[src/rtl/periph_bus_fabric_if.sv]
// -----------------------------------------------------------------------------
// periph_bus_fabric_if
// CPU data-port handshake bundle for the peripheral bus fabric.
//   master modport : the CPU side. Drives the request, receives the response.
//   slave  modport : the fabric side. Receives the request, drives the response.
// Signals:
//   m_addr / m_wdata / m_be   request address, write data, byte enables
//   m_wr_en / m_rd_en         request lines, held by the master until m_ready
//   m_rdata                   read response data, held until the next response
//   m_ready                   one-cycle transaction-done pulse
//   m_err                     error qualifier, meaningful only with m_ready
// -----------------------------------------------------------------------------
interface periph_bus_fabric_if #(
    parameter int ADDR_WIDTH = 32,
    parameter int DATA_WIDTH = 32
);
    logic [ADDR_WIDTH-1:0]   m_addr;
    logic [DATA_WIDTH-1:0]   m_wdata;
    logic [DATA_WIDTH/8-1:0] m_be;
    logic                    m_wr_en;
    logic                    m_rd_en;
    logic [DATA_WIDTH-1:0]   m_rdata;
    logic                    m_ready;
    logic                    m_err;

    modport master (
        output m_addr, m_wdata, m_be, m_wr_en, m_rd_en,
        input  m_rdata, m_ready, m_err
    );

    modport slave (
        input  m_addr, m_wdata, m_be, m_wr_en, m_rd_en,
        output m_rdata, m_ready, m_err
    );
endinterface

[src/rtl/periph_bus_fabric.sv]
// -----------------------------------------------------------------------------
// periph_bus_fabric
// Registered request/response interconnect between the CPU data port and
// NUM_SLAVES memory-mapped slaves. Each slave owns an address window
// (base/mask). A request is latched in IDLE, the matching slave is strobed in
// WAIT until it answers (or the timeout expires), and the result is returned
// as a one-cycle m_ready pulse in RESP. Unmapped or stalled accesses answer
// with m_err and are recorded in a sticky error flag plus error address.
// Ports:
//   clk, rst        clock, synchronous active-high reset
//   cpu             CPU-side handshake (periph_bus_fabric_if, slave modport)
//   s_sel           one-hot slave select
//   s_addr/s_wdata/s_be  latched request, shared by all slaves
//   s_we / s_re     write / read strobe, qualified by s_sel
//   s_rdata         packed slave read data, slot i at [i*DATA_WIDTH +: DATA_WIDTH]
//   s_valid         per-slave response valid
//   err_clear       clears err_flag
//   err_flag        sticky bus-error flag
//   err_addr        address of the most recent errored access
// -----------------------------------------------------------------------------
module periph_bus_fabric #(
    parameter int NUM_SLAVES = 4,
    parameter int ADDR_WIDTH = 32,
    parameter int DATA_WIDTH = 32,
    parameter logic [NUM_SLAVES*ADDR_WIDTH-1:0] SLAVE_BASE =
        {32'h0200_4000, 32'h0200_0000, 32'h1000_0000, 32'h0000_0000},
    parameter logic [NUM_SLAVES*ADDR_WIDTH-1:0] SLAVE_MASK =
        {32'hFFFF_FFF0, 32'hFFFF_FFF0, 32'hFFF8_0000, 32'hFFF0_0000},
    parameter int TIMEOUT_CYCLES = 16
) (
    input  logic                             clk,
    input  logic                             rst,
    periph_bus_fabric_if.slave               cpu,
    output logic [NUM_SLAVES-1:0]            s_sel,
    output logic [ADDR_WIDTH-1:0]            s_addr,
    output logic [DATA_WIDTH-1:0]            s_wdata,
    output logic [DATA_WIDTH/8-1:0]          s_be,
    output logic                             s_we,
    output logic                             s_re,
    input  logic [NUM_SLAVES*DATA_WIDTH-1:0] s_rdata,
    input  logic [NUM_SLAVES-1:0]            s_valid,
    input  logic                             err_clear,
    output logic                             err_flag,
    output logic [ADDR_WIDTH-1:0]            err_addr
);

    localparam int BE_WIDTH  = DATA_WIDTH / 8;
    localparam int IDX_WIDTH = (NUM_SLAVES > 1) ? $clog2(NUM_SLAVES) : 1;
    localparam int CNT_WIDTH = (TIMEOUT_CYCLES > 0) ? $clog2(TIMEOUT_CYCLES + 1) : 1;
    localparam logic [CNT_WIDTH-1:0] TIMEOUT_VAL = CNT_WIDTH'(TIMEOUT_CYCLES);

    typedef enum logic [1:0] {
        ST_IDLE = 2'd0,
        ST_WAIT = 2'd1,
        ST_RESP = 2'd2
    } state_e;

    state_e                  state_q,    state_d;
    logic [IDX_WIDTH-1:0]    idx_q,      idx_d;
    logic [ADDR_WIDTH-1:0]   addr_q,     addr_d;
    logic [DATA_WIDTH-1:0]   wdata_q,    wdata_d;
    logic [BE_WIDTH-1:0]     be_q,       be_d;
    logic [NUM_SLAVES-1:0]   sel_q,      sel_d;
    logic                    we_q,       we_d;
    logic                    re_q,       re_d;
    logic [CNT_WIDTH-1:0]    cnt_q,      cnt_d;
    logic [DATA_WIDTH-1:0]   rdata_q,    rdata_d;
    logic                    merr_q,     merr_d;
    logic                    err_flag_q, err_flag_d;
    logic [ADDR_WIDTH-1:0]   err_addr_q, err_addr_d;

    logic                    hit;
    logic [IDX_WIDTH-1:0]    hit_idx;
    logic                    req;
    logic                    slave_valid;
    logic [DATA_WIDTH-1:0]   slave_rdata;
    logic [CNT_WIDTH-1:0]    cnt_inc;
    logic                    timeout_hit;

    // Address decode on the live request. Scanning high-to-low makes the
    // lowest matching slot the last writer, so it wins on overlapping windows.
    always_comb begin
        hit     = 1'b0;
        hit_idx = '0;
        for (int i = NUM_SLAVES - 1; i >= 0; i--) begin
            if ((cpu.m_addr & SLAVE_MASK[i*ADDR_WIDTH +: ADDR_WIDTH]) ==
                SLAVE_BASE[i*ADDR_WIDTH +: ADDR_WIDTH]) begin
                hit     = 1'b1;
                hit_idx = IDX_WIDTH'(i);
            end
        end
    end

    assign req         = cpu.m_wr_en | cpu.m_rd_en;
    // Only the selected slave's response is observed; others are ignored.
    assign slave_valid = s_valid[idx_q];
    assign slave_rdata = s_rdata[int'(idx_q)*DATA_WIDTH +: DATA_WIDTH];
    // Saturating increment: the counter never wraps back to zero.
    assign cnt_inc     = (cnt_q == '1) ? cnt_q : cnt_q + CNT_WIDTH'(1);
    assign timeout_hit = (TIMEOUT_CYCLES != 0) && (cnt_inc == TIMEOUT_VAL);

    always_comb begin
        // NOTE: every signal assigned here gets a default first, so no path
        // leaves one unassigned and no latch is inferred.
        state_d    = state_q;
        idx_d      = idx_q;
        addr_d     = addr_q;
        wdata_d    = wdata_q;
        be_d       = be_q;
        sel_d      = sel_q;
        we_d       = we_q;
        re_d       = re_q;
        cnt_d      = cnt_q;
        rdata_d    = rdata_q;
        merr_d     = merr_q;
        // A new error in the same cycle overrides the clear below.
        err_flag_d = err_flag_q & ~err_clear;
        err_addr_d = err_addr_q;

        unique case (state_q)
            ST_IDLE: begin
                if (req) begin
                    addr_d  = cpu.m_addr;
                    wdata_d = cpu.m_wdata;
                    be_d    = cpu.m_be;
                    if (hit) begin
                        state_d = ST_WAIT;
                        idx_d   = hit_idx;
                        sel_d   = NUM_SLAVES'(1) << hit_idx;
                        we_d    = cpu.m_wr_en;
                        re_d    = ~cpu.m_wr_en;   // write wins when both are set
                        cnt_d   = '0;
                    end else begin
                        state_d    = ST_RESP;
                        merr_d     = 1'b1;
                        rdata_d    = '0;
                        err_flag_d = 1'b1;
                        err_addr_d = cpu.m_addr;
                    end
                end
            end

            ST_WAIT: begin
                if (slave_valid) begin
                    state_d = ST_RESP;
                    merr_d  = 1'b0;
                    rdata_d = re_q ? slave_rdata : '0;
                    sel_d   = '0;
                    we_d    = 1'b0;
                    re_d    = 1'b0;
                end else begin
                    cnt_d = cnt_inc;
                    if (timeout_hit) begin
                        state_d    = ST_RESP;
                        merr_d     = 1'b1;
                        rdata_d    = '0;
                        sel_d      = '0;
                        we_d       = 1'b0;
                        re_d       = 1'b0;
                        err_flag_d = 1'b1;
                        err_addr_d = addr_q;
                    end
                end
            end

            ST_RESP: state_d = ST_IDLE;

            default: state_d = ST_IDLE;
        endcase
    end

    // NOTE: sequential state uses non-blocking assignments so every flop
    // samples the pre-edge value regardless of statement order.
    always_ff @(posedge clk) begin
        if (rst) begin
            state_q    <= ST_IDLE;
            idx_q      <= '0;
            addr_q     <= '0;
            wdata_q    <= '0;
            be_q       <= '0;
            sel_q      <= '0;
            we_q       <= 1'b0;
            re_q       <= 1'b0;
            cnt_q      <= '0;
            rdata_q    <= '0;
            merr_q     <= 1'b0;
            err_flag_q <= 1'b0;
            err_addr_q <= '0;
        end else begin
            state_q    <= state_d;
            idx_q      <= idx_d;
            addr_q     <= addr_d;
            wdata_q    <= wdata_d;
            be_q       <= be_d;
            sel_q      <= sel_d;
            we_q       <= we_d;
            re_q       <= re_d;
            cnt_q      <= cnt_d;
            rdata_q    <= rdata_d;
            merr_q     <= merr_d;
            err_flag_q <= err_flag_d;
            err_addr_q <= err_addr_d;
        end
    end

    assign cpu.m_ready = (state_q == ST_RESP);
    assign cpu.m_rdata = rdata_q;
    assign cpu.m_err   = merr_q;
    assign s_sel       = sel_q;
    assign s_addr      = addr_q;
    assign s_wdata     = wdata_q;
    assign s_be        = be_q;
    assign s_we        = we_q;
    assign s_re        = re_q;
    assign err_flag    = err_flag_q;
    assign err_addr    = err_addr_q;

endmodule
[src/flat_wrapper.sv]
// flat-port wrapper written by rule: the top's interface ports become plain ports
module periph_bus_fabric_flat 
#(
    parameter int NUM_SLAVES = 4,
    parameter int ADDR_WIDTH = 32,
    parameter int DATA_WIDTH = 32,
    parameter logic [NUM_SLAVES*ADDR_WIDTH-1:0] SLAVE_BASE =
        {32'h0200_4000, 32'h0200_0000, 32'h1000_0000, 32'h0000_0000},
    parameter logic [NUM_SLAVES*ADDR_WIDTH-1:0] SLAVE_MASK =
        {32'hFFFF_FFF0, 32'hFFFF_FFF0, 32'hFFF8_0000, 32'hFFF0_0000},
    parameter int TIMEOUT_CYCLES = 16
)
  (clk, rst, s_sel, s_addr, s_wdata, s_be, s_we, s_re, s_rdata, s_valid, err_clear, err_flag, err_addr, cpu_m_addr, cpu_m_wdata, cpu_m_be, cpu_m_wr_en, cpu_m_rd_en, cpu_m_rdata, cpu_m_ready, cpu_m_err);
  periph_bus_fabric_if #(.ADDR_WIDTH(ADDR_WIDTH), .DATA_WIDTH(DATA_WIDTH)) cpu_i ();
  input  logic clk;
  input  logic rst;
  output logic [NUM_SLAVES-1:0] s_sel;
  output logic [ADDR_WIDTH-1:0] s_addr;
  output logic [DATA_WIDTH-1:0] s_wdata;
  output logic [DATA_WIDTH/8-1:0] s_be;
  output logic s_we;
  output logic s_re;
  input  logic [NUM_SLAVES*DATA_WIDTH-1:0] s_rdata;
  input  logic [NUM_SLAVES-1:0] s_valid;
  input  logic err_clear;
  output logic err_flag;
  output logic [ADDR_WIDTH-1:0] err_addr;
  input wire logic [$bits(cpu_i.m_addr)-1:0] cpu_m_addr;
  input wire logic [$bits(cpu_i.m_wdata)-1:0] cpu_m_wdata;
  input wire logic [$bits(cpu_i.m_be)-1:0] cpu_m_be;
  input wire logic [$bits(cpu_i.m_wr_en)-1:0] cpu_m_wr_en;
  input wire logic [$bits(cpu_i.m_rd_en)-1:0] cpu_m_rd_en;
  output wire logic [$bits(cpu_i.m_rdata)-1:0] cpu_m_rdata;
  output wire logic [$bits(cpu_i.m_ready)-1:0] cpu_m_ready;
  output wire logic [$bits(cpu_i.m_err)-1:0] cpu_m_err;
  assign cpu_i.m_addr = cpu_m_addr;
  assign cpu_i.m_wdata = cpu_m_wdata;
  assign cpu_i.m_be = cpu_m_be;
  assign cpu_i.m_wr_en = cpu_m_wr_en;
  assign cpu_i.m_rd_en = cpu_m_rd_en;
  assign cpu_m_rdata = cpu_i.m_rdata;
  assign cpu_m_ready = cpu_i.m_ready;
  assign cpu_m_err = cpu_i.m_err;
  periph_bus_fabric #(.NUM_SLAVES(NUM_SLAVES), .ADDR_WIDTH(ADDR_WIDTH), .DATA_WIDTH(DATA_WIDTH), .SLAVE_BASE(SLAVE_BASE), .SLAVE_MASK(SLAVE_MASK), .TIMEOUT_CYCLES(TIMEOUT_CYCLES)) u_core (.clk(clk), .rst(rst), .cpu(cpu_i), .s_sel(s_sel), .s_addr(s_addr), .s_wdata(s_wdata), .s_be(s_be), .s_we(s_we), .s_re(s_re), .s_rdata(s_rdata), .s_valid(s_valid), .err_clear(err_clear), .err_flag(err_flag), .err_addr(err_addr));
endmodule
[config.mk]
export PLATFORM = sky130hd
export DESIGN_NAME = periph_bus_fabric_flat
export DESIGN_NICKNAME = d
export VERILOG_FILES = /design/src/rtl/periph_bus_fabric_if.sv /design/src/rtl/periph_bus_fabric.sv /design/src/flat_wrapper.sv
export SDC_FILE = /design/constraint.sdc
export NUM_CORES = 1
export LEC_CHECK = 0
export CORE_ASPECT_RATIO = 1.1
export CORE_MARGIN = 2
export CORE_UTILIZATION = 32
export DETAILED_ROUTE_END_ITERATION = 7
export GPL_TIMING_DRIVEN = 0
export PLACE_DENSITY = 0.82
export SYNTH_ARGS = -nofsm -noshare
export SYNTH_HDL_FRONTEND = slang
export SYNTH_SLANG_ARGS = --single-unit
[constraint.sdc]
create_clock -name clk -period 2.3 [get_ports clk]
set_clock_uncertainty 0.1 [all_clocks]
set_input_delay 0.23 -clock clk [delete_from_list [all_inputs] [get_ports clk]]
set_output_delay 0.23 -clock clk [all_outputs]
set_load 0.01 [all_outputs]
# == Word level (Yosys, flattened, before mapping) ==
# Cells that the tools add are included.
# W data, S select, Z words.
# totals
reg_bits,149
mem_bits_ro,0
latch_bits,0
mem_count,0
mem_bits_rw,0
in_bits,205
# classes
n_shift,2
multipliers,0
bitwise_logic,4
n_div,0
eq_ne,13
reduce_logical,10
n_addsub,1
muxes,54
order_cmp,1
# ops
op,n
$mux W32,9
$pmux W32 S2,2
$shiftx A128 B8 Y32,1
$eq A28 B22 Y1 const B,2
$logic_not A32 Y1,1
$mux W5,4
$mux W1,19
$mux W2,8
$mux W4,4
$eq A13 B10 Y1 const B,1
$reduce_and A4 Y1,3
$eq A5 B5 Y1 const B,2
$pmux W5 S2,1
$pmux W1 S2,4
$pmux W4 S2,1
$ne A2 B1 Y1 const B,3
$add A5 B1 Y5 const B,1
$reduce_and A5 Y1,1
$ne A2 B2 Y1 const B,2
$pmux W2 S2,1
$reduce_and A2 Y1,2
$shl A1 B2 Y4 const A,1
$lt A2 B3 Y1 const B,1
$ne A3 B1 Y1 const B,1
9 further kinds,10

# == Depth between registers and ports, before layout ==
# logic_depth
word_depth,9
ltp_mapped,9
depth_no_buf,7

# == Worst setup path before layout ==
# No wires, ideal clock.
# synth_path
path_kind,flip-flop to flip-flop
from,register u_core.cnt_q[0]
to,register u_core.rdata_q[10] (netlist: u_core.cpu.m_rdata[10])
period_less_slack_ns,2.163
t_arrival_ns,1.946
stages_incl_launch_ff,9
required_time_ns,2.083
path_slack_ns,0.137
setup_time_ns,0.117
path_cell_list,dfxtp_1 -> ha_1 -> nand4_1 -> nor3_1 -> a31oi_1 -> o31ai_1 -> a21oi_2 -> buf_4 -> a22o_1
# synth_between
elab_chain_cells,5
elab_cells_between_ends,6
# synth_rtl
element,line_no,text
from (decl),periph_bus_fabric.sv:66,"logic [CNT_WIDTH-1:0] cnt_q, cnt_d;"
from (signal assigned),periph_bus_fabric.sv:198,cnt_q <= cnt_d;
$add A5 B1 Y5 / $eq A5 B5 Y1 (equally long branches),periph_bus_fabric.sv:99,assign cnt_inc = (cnt_q == '1) ? cnt_q : cnt_q + CNT_WIDTH'(1);
$mux W5 *,periph_bus_fabric.sv:99,
$eq A5 B5 Y1 *,periph_bus_fabric.sv:100,assign timeout_hit = (TIMEOUT_CYCLES != 0) && (cnt_inc == TIMEOUT_VAL);
$ne A3 B1 Y1 (no line) *,-,
$reduce_and A4 Y1 (no line) *,-,
to (signal assigned),periph_bus_fabric.sv:199,rdata_q <= rdata_d;
to (decl),periph_bus_fabric.sv:67,"logic [DATA_WIDTH-1:0] rdata_q, rdata_d;"
# Every way passes the cells marked *; elsewhere a longest branch is shown, timed or not.
# A chain may end at the register's enable or synchronous reset.

# == Worst setup path in the final report ==
# layout_path
from,register u_core.idx_q[0]
to,register u_core.err_addr_q[30] (netlist: u_core.err_addr[30])
# layout_between
elab_chain_cells,4
# layout_rtl
element,line_no,text
from (decl),periph_bus_fabric.sv:59,"logic [IDX_WIDTH-1:0] idx_q, idx_d;"
from (signal assigned),periph_bus_fabric.sv:191,idx_q <= idx_d;
$bmux W1 S2,periph_bus_fabric.sv:96,assign slave_valid = s_valid[idx_q];
$mux W1 (not written as such),periph_bus_fabric.sv:96,
$ne A2 B2 Y1 (no line),-,
$reduce_and A5 Y1 (no line),-,
to (signal assigned),periph_bus_fabric.sv:202,err_addr_q <= err_addr_d;
to (decl),periph_bus_fabric.sv:70,"logic [ADDR_WIDTH-1:0] err_addr_q, err_addr_d;"
# No other way between the ends. The select of a mux whose other input is x is not followed.

==> impl.org <==
** Die
- From left edge to right edge, the die measures 141 microns.
- The total area inside the core boundary comes to 20400 sq um.
- Starting Density :: 0.324
- For this design the top-level I/O count stands at 346.
- Row Count :: 55
- Die ar. :: 21900 sq um
- Vert. Die Dim :: 155 microns

** Synth
- Post-Synth Adder-Cell Area :: 0.00189
- Number of synthesized register bits :: 149
- Basic-gate share of the synthesized area counting and, or, nand and nor cells :: 0.199
- Xor/xnor share of the synthesized area :: 0
- After synthesis, the mean cell area works out to 9.34 sq um.
- The synthesized design contains 0 enable-type register cells.
- Of the post-synthesis cell area, the dominant cell type holds 0.450.
- Predominant post-synthesis flop cell :: sky130_fd_sc_hd__dfxtp_1
- In the post-synthesis netlist, the biggest area contributors are sky130_fd_sc_hd__dfxtp_1, sky130_fd_sc_hd__nand2_1, sky130_fd_sc_hd__mux4_2.
- Syn Std Cell Area :: 6630 sq um
- Biggest area consumer among synthesized cells :: sky130_fd_sc_hd__dfxtp_1
- Warnings from Yosys :: 0
- Synthesis instantiated 47 different standard cells from the library.
- Fraction of the yosys area taken by sequential cells :: 0.450
- Counting every instance in the synthesized netlist gives 710.
- After synthesis, the share of cell area in mux cells is 0.114.
- Complex-gate fraction of the synthesized area :: 0.191
- When the netlist entered floorplanning its net count stood at 916.
- Ys async rst share :: 0
- Largest family of logic cells by synthesized area :: simple AND/OR/NAND/NOR gates

** STA
- The worst path in the final design needs a cycle of 2.32 ns, including I/O delays and setup.
- Total negative slack for setup checks :: -0.170 ns
- Remaining max-slew budget at the tightest pin :: 0.413
- Setup repair after global routing could not meet its margin everywhere.
- Setup violations remaining at the end of the flow were counted as 20.
- The hold violation count in the final report was 0.
- Based on the critical path, the design can be clocked at up to 0.431 GHz.
- Dividing the final minimum period by the clock period gives 1.01.
- After layout, the worst setup slack is -0.0205 ns.
- Across all hold checks on the routed design, the worst slack comes to 0.0950 ns.
- Actual transition at the worst max-transition pin :: 0.881 ns
- Pins Over Slew Limit :: 0

** Clock tree
- The clock tree synthesis step divided the H-tree into 4 levels.
- In this run, CTS created clock tree buffers numbering 17.
- For this design, the sink count on the clock tree is 149.
- CTS placed an instance of sky130_fd_sc_hd__clkbuf_16 at the clock tree root.
- TritonCTS built the clock tree.
- Clk Latency, worst-skew pair :: 0.42 ns
- The clock passes through at most 2 buffers.
- CTS clock-pin slew for the worst setup and hold paths :: 0.07 ns

** Critical path
- Along the worst path, the maximum fanout reaches 10.
- Cells traversed along the worst timing path :: buf_6 -> mux4_2 -> buf_6 -> nor4_4 -> buf_4 -> or2_1 -> buf_6 -> buf_12 -> a311oi_2
- Worst setup path startpoint :: u_core.idx_q[0]
- For this run, the slowest stage of the critical path takes 0.58 ns.
- Beginning of the worst register-to-register path :: u_core.idx_q[0]
- On the critical path the largest part of the delay comes from buffers and inverters.
- The worst setup path is launched from a register.
- Standard cell with the maximum stage delay on the critical path :: sky130_fd_sc_hd__mux4_2
- Counting cells, the worst reg-to-reg path comes to 9.
- Critical path class :: register to register
- In this design, the critical path's most frequently occurring cell is sky130_fd_sc_hd__buf_6.
- In this run the number of cells on the critical path is 9.
- STA classifies the critical path endpoint as a register.
- For the worst setup path, the data required time is 2.47 ns.
- Counting both buffers and inverters, the worst setup path holds a total of 5.
- Data on the critical path arrives at its endpoint at 2.49 ns.

** Route
- Number of DRC violations after detailed routing :: 0
- Via/cell ratio :: 5.24
- The detailed router finished its first iteration with 382 violations.
- Routed WL :: 27100 microns
- Routed wire length per instance :: 19.8 microns
- Detail Route Antenna Nets :: 0
- For this run, the detailed router's first-pass iteration total came to 5.
- Across all layers, the routed design uses 7164 vias.

** Final layout
- In the final layout, the share of cells above drive strength 1 is 0.144.
- Most common cell after layout, fill and taps aside :: sky130_fd_sc_hd__clkdlybuf4s50_1
- Final-stage net count :: 1298
- # fillers :: 1741
- Number of non-filler instances in the completed layout :: 1368
- Commonest cells after routing, fill and taps aside :: sky130_fd_sc_hd__clkdlybuf4s50_1, sky130_fd_sc_hd__nand2_1, sky130_fd_sc_hd__dfxtp_1
- The area growth from synthesis to layout is 71.4%.

** Outcome
- Failing checks :: setup timing
- Result of the run :: finished with violations

** Global route
- For this run, the total global-route usage over all layers was measured as 0.237.
- Summed over all layers, the global routing overflow is 0.
- Number of global-route vias before repair :: 7161
- Entering global routing, the biggest net connects 17 pins.
- The first global-routing pass estimated 40200 microns of wire.
- Number of antenna violations at the first check in global routing :: 9

** Placed design
- Final HPWL DP :: 20800 microns
- Weighted congestion at the end of routability-driven global placement :: 0.885
- OpenSTA, run right after detailed placement, puts the worst setup slack at -0.544 ns.
- Input and output buffers added on the ports amount to 345.
- Number of cells in the design after placement :: 1311

** Power
- VDD sags by at most 0.426 mV.
- Cell Pwr Density :: 603 nW/um^2
- The analysis attributes to cell leakage a power of 4.11 nW.

** Worst hold path
- Worst min path class :: input pin to register
- Source of the worst hold timing path :: cpu_m_addr[19]
- Hold path cells :: 3

** Flow run
- Across the run, the number of max-cap violations was 0.
final timing paths:
path              slack, ns             endpoint
hold reg to reg        0.35    u_core.s_wdata[0]
setup reg to reg      -0.02  u_core.err_addr[30]
hold / removal         0.09    u_core.s_addr[19]
setup / recovery      -0.02  u_core.err_addr[30]
cell usage after synthesis, types with 2 or more instances:
cell                       instances
sky130_fd_sc_hd__a22o_1           32
sky130_fd_sc_hd__clkbuf_1         47
sky130_fd_sc_hd__nor3_1           40
sky130_fd_sc_hd__buf_6             4
sky130_fd_sc_hd__a311oi_1          2
sky130_fd_sc_hd__nor2_1           12
sky130_fd_sc_hd__o21bai_1          2
sky130_fd_sc_hd__a311oi_2         30
sky130_fd_sc_hd__or4_1             2
sky130_fd_sc_hd__buf_1             3
sky130_fd_sc_hd__a21oi_1          79
sky130_fd_sc_hd__dfxtp_1         149
sky130_fd_sc_hd__and3_1            2
sky130_fd_sc_hd__nor2b_1           3
sky130_fd_sc_hd__inv_1             3
sky130_fd_sc_hd__buf_4             3
sky130_fd_sc_hd__or3_1             2
sky130_fd_sc_hd__mux4_2           33
sky130_fd_sc_hd__and2_1            3
sky130_fd_sc_hd__nand3b_1          2
sky130_fd_sc_hd__nand4_1           2
sky130_fd_sc_hd__buf_2             5
sky130_fd_sc_hd__nand2b_1          2
sky130_fd_sc_hd__nand2_1         208
sky130_fd_sc_hd__nand3_1           4
sky130_fd_sc_hd__or2_1             2
sky130_fd_sc_hd__nor4_1            5
sky130_fd_sc_hd__a31oi_1           2
sky130_fd_sc_hd__o21ai_0           9
stage by stage:
| step | util | instance area, sq um | total power [W] |
|---|---|---|---|
| finish | 0.556 | 11400 | 0.00686 |
| global route | 0.556 | 11400 | 0.00711 |
| CTS | 0.546 | 11200 | 0.00686 |
| detailed placement | 0.509 | 10400 | 0.00414 |
| global placement | 0.509 | 10400 | 0.00412 |
| floorplan | - | 6630 | 0.00334 |
repair_timing:
action | in CTS | in global routing
cloned | 0 | 2
buffers inserted | 12 | 7
resized for setup | 30 | 28
pin swaps | 6 | 8
endpoints found under the setup margin | 79 | 82
hold buffers | 0 | 0
kinds of logic after synthesis:
group,after synthesis
muxes,34
buffers and inverters,65
DFF,149
AOI/OAI and AO/OA,162
and+or+nand+nor,299
adders and majority gates,1
where the power goes:
group | leakage, nW | internal [W] | switching [W]
clock network | 0.282 | 0.00151 | 0.00121
registers | 1.23 | 0.00272 | 0.0000906
logic | 2.61 | 0.000768 | 0.000553
area by class of cell:
class | instances | area [sq um] | area share
Sequential cell | 149 | 2990 | 0.263
Multi-Input combinational cell | 496 | 3450 | 0.304
Buffer | 60 | 347 | 0.0305
Clock inverter | 15 | 141 | 0.0124
Inverter | 3 | 11.3 | 0.000991
Tap cell | 256 | 320 | 0.0282
Antenna cell | 7 | 17.5 | 0.00154
Clock buffer | 17 | 425 | 0.0374
Timing Repair Buffer | 365 | 3660 | 0.322
sequential cells by signal (all words and copies together), names as in the netlist, 2 cells and up:
register,cells
u_core.s_sel,4
u_core.idx_q,2
u_core.s_addr,32
u_core.s_be,4
u_core.cnt_q,5
u_core.s_wdata,32
u_core.state_q,2
u_core.err_addr,32
u_core.cpu.m_rdata,32
layer usage:
metal / track usage / wire (microns)
met1: 0.263 / 9990
met2: 0.416 / 13500
met3: 0.0825 / 2700
met4: 0.0938 / 920
met5: 0 / 13
worst register-to-register path, stage by stage, from the launching register on:
cell and delay, ns:
sky130_fd_sc_hd__dfxtp_2 0.32, sky130_fd_sc_hd__buf_6 0.14, sky130_fd_sc_hd__mux4_2 0.58, sky130_fd_sc_hd__buf_6 0.16, sky130_fd_sc_hd__nor4_4 0.16, sky130_fd_sc_hd__buf_4 0.19, sky130_fd_sc_hd__or2_1 0.12, sky130_fd_sc_hd__buf_6 0.17
sky130_fd_sc_hd__buf_12 0.16, sky130_fd_sc_hd__a311oi_2 0.09
(Power assumes the default switching activity.)
